==> src/rtl/sprite_pkg.sv <==
// Shared types and defaults for the sprite layer sequencer.
package sprite_pkg;

    typedef enum logic [1:0] {IDLE, SCAN, WAIT, DONE} seq_state_t;

    typedef logic [11:0] rgb12_t;

    localparam logic [3:0] TRANSPARENT_IDX = 4'h0;
    localparam int DEF_SPR_W = 32;
    localparam int DEF_SPR_H = 32;

endpackage

==> src/rtl/sprite_slot_hit.sv <==
// Combinational hit test and ROM address generation for a single sprite slot.
module sprite_slot_hit
    import sprite_pkg::*;
#(
    parameter int SPR_W  = DEF_SPR_W,
    parameter int SPR_H  = DEF_SPR_H,
    parameter int ADDR_W = 14
) (
    input  logic              i_en,
    input  logic [9:0]        i_slot_x,
    input  logic [9:0]        i_slot_y,
    input  logic [ADDR_W-1:0] i_base,
    input  logic [9:0]        i_req_x,
    input  logic [9:0]        i_req_y,
    output logic              o_hit,
    output logic [ADDR_W-1:0] o_addr
);

    // 11-bit window bounds so a sprite near x/y=1023 never wraps to the left/top edge
    logic [10:0] w_px, w_py, w_x0, w_y0, w_x1, w_y1, w_dx, w_dy;
    logic [ADDR_W-1:0] w_off;

    assign w_px = {1'b0, i_req_x};
    assign w_py = {1'b0, i_req_y};
    assign w_x0 = {1'b0, i_slot_x};
    assign w_y0 = {1'b0, i_slot_y};
    assign w_x1 = w_x0 + 11'(SPR_W);
    assign w_y1 = w_y0 + 11'(SPR_H);
    assign w_dx = w_px - w_x0;
    assign w_dy = w_py - w_y0;

    assign o_hit = i_en && (w_px >= w_x0) && (w_px < w_x1)
                        && (w_py >= w_y0) && (w_py < w_y1);

    assign w_off  = ADDR_W'(w_dy) * ADDR_W'(SPR_W) + ADDR_W'(w_dx);
    assign o_addr = i_base + w_off;

endmodule

==> src/rtl/sprite_layer_sequencer.sv <==
// Per-pixel sprite compositor: scans slots in priority order sharing one ROM and palette.
module sprite_layer_sequencer
    import sprite_pkg::*;
#(
    parameter int     NUM_SLOTS = 4,
    parameter int     SPR_W     = DEF_SPR_W,
    parameter int     SPR_H     = DEF_SPR_H,
    parameter int     ADDR_W    = 14,
    parameter rgb12_t BG_RGB    = 12'h000
) (
    input  logic              i_clk,
    input  logic              i_rst,
    input  logic              i_cfg_we,
    input  logic [2:0]        i_cfg_slot,
    input  logic              i_cfg_en,
    input  logic [9:0]        i_cfg_x,
    input  logic [9:0]        i_cfg_y,
    input  logic [ADDR_W-1:0] i_cfg_base,
    input  logic              i_req_valid,
    output logic              o_req_ready,
    input  logic [9:0]        i_req_x,
    input  logic [9:0]        i_req_y,
    output logic              o_rom_rd,
    output logic [ADDR_W-1:0] o_rom_addr,
    input  logic [3:0]        i_rom_data,
    output logic [3:0]        o_pal_index,
    input  rgb12_t            i_pal_rgb,
    output logic              o_out_valid,
    input  logic              i_out_ready,
    output rgb12_t            o_out_rgb,
    output logic              o_out_hit
);

    seq_state_t r_state, w_state_next;
    logic [2:0] r_s, w_s_next;
    logic [9:0] r_req_x, r_req_y, w_req_x_next, w_req_y_next;
    rgb12_t     r_out_rgb, w_out_rgb_next;
    logic       r_out_hit, w_out_hit_next;

    // Slot table padded to 8 entries; slots beyond NUM_SLOTS stay disabled
    logic              w_slot_en   [0:7];
    logic [9:0]        w_slot_x    [0:7];
    logic [9:0]        w_slot_y    [0:7];
    logic [ADDR_W-1:0] w_slot_base [0:7];

    genvar gi;
    generate
        for (gi = 0; gi < 8; gi++) begin : g_slot
            localparam bit LIVE = (gi < NUM_SLOTS);
            logic              r_en;
            logic [9:0]        r_x, r_y;
            logic [ADDR_W-1:0] r_base;

            always_ff @(posedge i_clk or posedge i_rst) begin
                if (i_rst) begin
                    r_en   <= 1'b0;
                    r_x    <= '0;
                    r_y    <= '0;
                    r_base <= '0;
                end else if (LIVE && i_cfg_we && (i_cfg_slot == 3'(gi))) begin
                    r_en   <= i_cfg_en;
                    r_x    <= i_cfg_x;
                    r_y    <= i_cfg_y;
                    r_base <= i_cfg_base;
                end
            end

            assign w_slot_en[gi]   = r_en;
            assign w_slot_x[gi]    = r_x;
            assign w_slot_y[gi]    = r_y;
            assign w_slot_base[gi] = r_base;
        end
    endgenerate

    logic              w_hit;
    logic [ADDR_W-1:0] w_addr;
    logic              w_last;

    sprite_slot_hit #(
        .SPR_W  (SPR_W),
        .SPR_H  (SPR_H),
        .ADDR_W (ADDR_W)
    ) u_hit (
        .i_en     (w_slot_en[r_s]),
        .i_slot_x (w_slot_x[r_s]),
        .i_slot_y (w_slot_y[r_s]),
        .i_base   (w_slot_base[r_s]),
        .i_req_x  (r_req_x),
        .i_req_y  (r_req_y),
        .o_hit    (w_hit),
        .o_addr   (w_addr)
    );

    assign w_last = (r_s == 3'(NUM_SLOTS - 1));

    always_ff @(posedge i_clk or posedge i_rst) begin
        if (i_rst) begin
            r_state   <= IDLE;
            r_s       <= '0;
            r_req_x   <= '0;
            r_req_y   <= '0;
            r_out_rgb <= '0;
            r_out_hit <= 1'b0;
        end else begin
            r_state   <= w_state_next;
            r_s       <= w_s_next;
            r_req_x   <= w_req_x_next;
            r_req_y   <= w_req_y_next;
            r_out_rgb <= w_out_rgb_next;
            r_out_hit <= w_out_hit_next;
        end
    end

    always_comb begin
        w_state_next   = r_state;
        w_s_next       = r_s;
        w_req_x_next   = r_req_x;
        w_req_y_next   = r_req_y;
        w_out_rgb_next = r_out_rgb;
        w_out_hit_next = r_out_hit;
        o_rom_rd       = 1'b0;
        o_rom_addr     = '0;
        o_pal_index    = TRANSPARENT_IDX;
        case (r_state)
            IDLE: begin
                if (i_req_valid) begin
                    w_req_x_next = i_req_x;
                    w_req_y_next = i_req_y;
                    w_s_next     = '0;
                    w_state_next = SCAN;
                end
            end
            SCAN: begin
                if (w_hit) begin
                    o_rom_rd     = 1'b1;
                    o_rom_addr   = w_addr;
                    w_state_next = WAIT;
                end else if (w_last) begin
                    w_out_rgb_next = BG_RGB;
                    w_out_hit_next = 1'b0;
                    w_state_next   = DONE;
                end else begin
                    w_s_next = r_s + 3'd1;
                end
            end
            WAIT: begin
                o_pal_index = i_rom_data;
                if (i_rom_data != TRANSPARENT_IDX) begin
                    w_out_rgb_next = i_pal_rgb;
                    w_out_hit_next = 1'b1;
                    w_state_next   = DONE;
                end else if (w_last) begin
                    w_out_rgb_next = BG_RGB;
                    w_out_hit_next = 1'b0;
                    w_state_next   = DONE;
                end else begin
                    w_s_next     = r_s + 3'd1;
                    w_state_next = SCAN;
                end
            end
            DONE: begin
                if (i_out_ready) begin
                    w_state_next = IDLE;
                end
            end
            default: w_state_next = IDLE;
        endcase
    end

    assign o_req_ready = (r_state == IDLE);
    assign o_out_valid = (r_state == DONE);
    assign o_out_rgb   = r_out_rgb;
    assign o_out_hit   = r_out_hit;

endmodule

==> config.mk <==
export PLATFORM = sky130hd
export DESIGN_NAME = sprite_layer_sequencer
export DESIGN_NICKNAME = d
export VERILOG_FILES = /design/src/rtl/sprite_pkg.sv /design/src/rtl/sprite_slot_hit.sv /design/src/rtl/sprite_layer_sequencer.sv
export SDC_FILE = /design/constraint.sdc
export NUM_CORES = 1
export LEC_CHECK = 0
export BUFFER_PORTS_ARGS = -buffer_cell sky130_fd_sc_hd__buf_2
export CAP_MARGIN = 10
export CORE_ASPECT_RATIO = 0.75
export CORE_UTILIZATION = 64
export CTS_CLUSTER_SIZE = 28
export DETAILED_ROUTE_END_ITERATION = 10
export GPL_TIMING_DRIVEN = 0
export PLACE_DENSITY = 0.84
export SLEW_MARGIN = 20
export SYNTH_ARGS = -nofsm -noshare
export SYNTH_HDL_FRONTEND = slang
export SYNTH_SLANG_ARGS = --single-unit
==> constraint.sdc <==
create_clock -name i_clk -period 12.07 [get_ports i_clk]
set_input_delay 1.207 -clock i_clk [delete_from_list [all_inputs] [get_ports i_clk]]
set_output_delay 1.207 -clock i_clk [all_outputs]
set_load 0.1 [all_outputs]
### Word-level counts from Yosys, hierarchy flattened

Index checks and enable logic that the tools add are counted.

* input bits: 79
* logic and storage cells: 101
* output and inout bits: 34
* bits in registers: 178

* bitwise operators: 1
* equality and inequality tests: 12
* order comparisons: 5
* multiplexer cells: 37
* reductions and logical operators: 17
* $add $sub $neg: 7

Operators by type and width (number)
* 10-bit binary-select mux with 3-bit select: 2
* 14-bit 2-to-1 mux: 4
* 14-bit binary-select mux with 3-bit select: 1
* 10-bit 2-to-1 mux: 4
* 12-bit 2-to-1 mux: 3
* 12-bit case mux with 2 select lines: 1
* 10-bit by 6-bit adder with 11-bit output (second input constant): 2
* 10-bit by 11-bit < comparator with 1-bit output: 2
* 10-bit greater-or-equal comparator: 2
* 14-bit by 11-bit adder with 14-bit output: 1
* 14-bit adder: 1
* 2-bit 2-to-1 mux: 6
* 3-bit 2-to-1 mux: 4
* 10-bit by 10-bit subtractor with 11-bit output: 1
* 3-bit by 2-bit == test with 1-bit output (second input constant): 3
* 3-bit case mux with 3 select lines: 1
* 9-bit subtractor: 1
* 1-bit logical AND: 8
* 2-bit case mux with 4 select lines: 1
* 1-bit 2-to-1 mux: 7
* 2-bit inequality test (second input constant): 3
* 2-bit == test (second input constant): 2
* 4-bit greater-or-equal comparator (second input constant): 1
* 4-bit 2-to-1 mux: 1
* 16 further kinds: 17

### Depth between registers and ports, before layout

* depth in word-level cells: 11
* mapped depth: 23
* depth with buffers taken out: 21

### Modules after synthesis

Synthesis repeated with hierarchy kept, for this count alone.

* cells, all modules: 770
* area, all modules: 10060.9 um2

Modules (own cells, without submodules)
* sprite_layer_sequencer: times used 1, cells each 519, area an instance 8091.5 um2, seq. area each 4454.3 um2
* sprite_slot_hit: times used 1, cells each 251, area an instance 1969.4 um2, seq. area each 0.0 um2

### Worst setup path before layout

OpenSTA, ideal clock, no wires.

* path type: register -> output
* start point: register r_s[0]
* end point: output port o_rom_addr[5]
* path buffers: 3
* stages on the path, launching flop included: 17
* required time: 10863 ps
* arrival: 6125 ps
* path slack: 4738 ps
* cells stage by stage: dfrtp_1 -> buf_6 -> buf_6 -> buf_1 -> mux4_2 -> nand2_1 -> ha_1 -> nor2b_1 -> o31ai_1 -> nand2b_1 -> a211oi_1 -> nor2_1 -> fa_1 -> ha_1 -> o21a_1 -> o31a_1 -> a211oi_1

* longest elaborated chain between the ends: 11
* elaborated cells between the ends (all ways): 29
* those cells by class: 6 x add/sub; 4 x order compare; 14 x mux; 1 x bitwise; 4 x reduce/logical

Ends and longest elaborated chain
* start, declared: RTL line sprite_layer_sequencer.sv:35 `logic [2:0] r_s, w_s_next;`
* start signal, assigned: RTL line sprite_layer_sequencer.sv:106 `r_s <= w_s_next;`
* 3-bit inverter with 4-bit output (not written as such) *
* parallel branches: the longest is 8 deep, another holds 14-bit by 11-bit adder with 14-bit output
* 14-bit 2-to-1 mux *: RTL line sprite_layer_sequencer.sv:134 `if (w_hit) begin`
* 14-bit 2-to-1 mux *: RTL line sprite_layer_sequencer.sv:124 `case (r_state)`
* end, declared: RTL line sprite_layer_sequencer.sv:24 `output logic [ADDR_W-1:0] o_rom_addr,`

Every way passes the cells marked *. The select of a mux whose other input is x is not followed.

### Worst setup path in the final report

* start point: register r_s[0]
* end point: output port o_rom_addr[13]

The elaborated chain is that of the path after synthesis.

==> parameters.txt <==
Parameter                              Value

CTS
  Number of buffers between clock root and the deepest sink ... 2
  CTS Root Cell ... sky130_fd_sc_hd__clkbuf_16
  Number of hold buffers added after cts ... 0
  Num Clock Sinks ... 178
  Clock buffer count from CTS ... 17
  Post-CTS setup-driven buffer insertion count ... 0
  Clock transition at the registers of the reported paths ... 70 ps
  Level count of the clock H-tree ... 4
  Clock latency at the later pin of the worst-skew pair ... 440 ps
  Resized cells post-CTS ... 0
  CTS tree ... yes

Yosys
  Number of synthesized register bits ... 178
  Async S/R FF share, synth ... 100%
  Most common cell in the synthesized netlist ... sky130_fd_sc_hd__dfrtp_1
  Mean cell area of the mapped netlist ... 12.9 µm²
  Register area share after synthesis ... 45.3%
  Dominant cell type by area after synthesis ... sky130_fd_sc_hd__dfrtp_1
  Distinct cell type count after synthesis ... 51
  Yosys synthesis warning count ... 140
  Count of mapped cells out of synthesis ... 764
  Fraction of synthesized cell area taken by the top area cell type ... 45.3%
  Post-synth top cells ... sky130_fd_sc_hd__dfrtp_1, sky130_fd_sc_hd__mux2_2, sky130_fd_sc_hd__ha_1
  Number of nets in the synthesized netlist ... 909
  Number of flops mapped to enable cells by yosys ... 0
  Dominant cells by area after synthesis ... sky130_fd_sc_hd__dfrtp_1, sky130_fd_sc_hd__mux2_2, sky130_fd_sc_hd__ha_1
  Predominant post-synthesis flop cell ... sky130_fd_sc_hd__dfrtp_1
  Synthesized cell area ... 9840 µm²

Critical path
  Endpoint arrival time on the critical path ... 6750 ps
  Crit. End Element ... output pin
  Crit Path Class ... reg2out
  CP Cell Sequence ... buf_6 > buf_6 > buf_1 > mux4_2 > nand2_1 > ha_1 > nor2b_1 > o31ai_1 > a21oi_1 > o21a_1 > o21ai_0 > nand2b_1 > a21oi_1 > xor2_1 > fa_1 > inv_1 > ha_1 > nand3_1 > nand2_1 > a41oi_1 > a21oi_1 > xnor2_1 > nor2_1 > buf_2
  Crit-path max cell delay ... 690 ps
  Worst-case register-to-register setup slack ... 7310 ps
  Required time of the critical path ... 10860 ps
  Crit path max fanout ... 10
  Setup crit start kind ... flop
  Most common cell on crit path ... sky130_fd_sc_hd__a21oi_1
  Master of the slowest instance on the critical path ... sky130_fd_sc_hd__buf_1

Floorplan
  Std-Cell Rows ... 38
  Core Area ... 14700 µm²
  Overall die height ... 109 µm
  Number of I/O pins ... 113
  Initial standard-cell utilization of the core ... 66.7%
  Die extent in x ... 145 µm
  DIE AREA ... 15900 µm²

Final layout
  Fraction of final layout cells sized beyond drive strength 1 ... 38.4%
  Fill count ... 893
  Area Overhead vs Synth ... 15.1%
  Number of nets in the layout ... 1041

STA
  Setup repair after global routing missed its margin ... no
  Max-slew violation total from the final report ... 0
  Setup Viol. Count Final ... 0
  Final Worst Setup Slack ... 4120 ps
  Final setup TNS ... 0 ps
  Max Clk Rate ... 0.126 GHz
  Slew at the pin closest to its max-slew limit ... 889 ps
  Hold Violations, Final ... 0
  Worst-case headroom to the max-slew limit ... 40.7%
  Final period utilization ... 65.9%
  Clock Skews ... 9.31 ps
  Final critical-path required period ... 7950 ps

Placed design
  Detailed placer's ending HPWL ... 17000 µm
  IO buf count ... 112
  Routability congestion estimate ... 0.944
  Setup slack after placement ... 4640 ps

Min path
  Hold WC Path Type ... reg2reg

Routing
  DR vias ... 6784
  Average via count per standard cell ... 6.11
  Pre-Repair DR Iteration Count ... 4
  DRC ... 0
  Routed Antenna Nets ... 0
  Post-DR wirelength/cell ... 20.8 µm
  Starting DRC count in detailed routing ... 402
  Total length of routed wires ... 23100 µm

Global route
  Maximum number of pins on one net before global-route repair ... 101
  Residual overflow from global routing ... 0
  Tot GR Track Use ... 31.3%
  Via count of the first global-routing pass ... 7142
  First-pass GRT wire length ... 37400 µm
  Antenna violations before repair ... 1

Job
  Max-capacitance violation count ... 0

Status
  Status ... finished, final reports clean
==> stage by stage <==
stage               utilization, %  instance area (µm²)  hold WS, ps  instances
CTS                           76.8                11300          503       1109
global placement              72.2                10600          479       1076
finish                        76.8                11300          497       1110
floorplan                        -                 9840          471        764
detailed placement            72.5                10700          479       1077
global route                  76.8                11300          514       1109
==> kinds of logic after synthesis <==
kind of cell,share of synthesized area (%)
multiplexers,26.7
flip-flops,45.3
AND/OR/NAND/NOR,6.69
AO/OA/AOI/OAI,6.84
adder cells (fa/ha/maj),9.08
buffers and inverters,2.65
XOR/XNOR,2.76
==> final cells by class <==
| type | instances | area [µm²] | share of cell area [%] |
|---|---|---|---|
| Clock inverter | 14 | 195 | 1.72 |
| Antenna cell | 1 | 2.50 | 0.0221 |
| Tap cell | 200 | 250 | 2.21 |
| Buffer | 30 | 148 | 1.30 |
| Sequential cell | 178 | 4450 | 39.3 |
| Clock buffer | 18 | 439 | 3.88 |
| Multi-Input combinational cell | 526 | 5130 | 45.3 |
| Inverter | 30 | 120 | 1.06 |
| Timing Repair Buffer | 113 | 588 | 5.19 |
==> state kept, by name, summed over array words and instances, names as in the netlist <==
name	flops
r_s	3
r_req_y	10
g_slot.r_base	56
r_req_x	10
o_out_rgb	12
g_slot.r_en	4
r_state	2
g_slot.r_y	40
g_slot.r_x	40
o_out_hit	1
==> worst max-delay path, delay by kind of cell, from the launching register on <==
family	cells	cell delay, ps
buffers and inverters	5	1610
AO/OA/AOI/OAI	7	1550
adder cells (fa/ha/maj)	3	1000
AND/OR/NAND/NOR	6	700
multiplexers	1	650
XOR/XNOR	2	400
flip-flops	1	380
==> final timing paths <==
| check | start | to | cells past startpoint |
|---|---|---|---|
| max reg2reg | r_s[0]$_DFFE_PP0P_ | o_out_rgb[6]$_DFFE_PP0P_ | 15 |
| max | r_s[0]$_DFFE_PP0P_ | o_rom_addr[13] | 24 |
| min in group asynchronous | i_rst | g_slot[1].r_y[0]$_DFFE_PP0P_ | 2 |
| min reg2reg | o_out_rgb[0]$_DFFE_PP0P_ | o_out_rgb[0]$_DFFE_PP0P_ | 1 |
| max in group asynchronous | i_rst | r_req_y[7]$_DFFE_PP0P_ | 3 |
| min | o_out_rgb[0]$_DFFE_PP0P_ | o_out_rgb[0]$_DFFE_PP0P_ | 1 |
==> routing by layer <==
metal | wire (µm) | track usage [%]
met1 | 10300 | 42.2
met2 | 11200 | 51.6
met3 | 1190 | 6.72
met4 | 446 | 9.85
met5 | 0 | 0
==> placed cells by master, fill, tap and decap left out, drive strengths merged, types with 14 or more instances in the layout <==
master | Yosys | layout
clkbuf | 20 | 38
nand2 | 42 | 42
dfrtp | 178 | 178
inv | 30 | 35
buf | 10 | 123
xnor2 | 17 | 17
mux4 | 35 | 35
and2 | 17 | 17
xor2 | 14 | 14
mux2 | 161 | 161
a21oi | 23 | 23
ha | 57 | 57
nor2 | 31 | 31
Power is not shown: default switching activity piles up to over one toggle a cycle in this logic, so the estimate is an artifact.
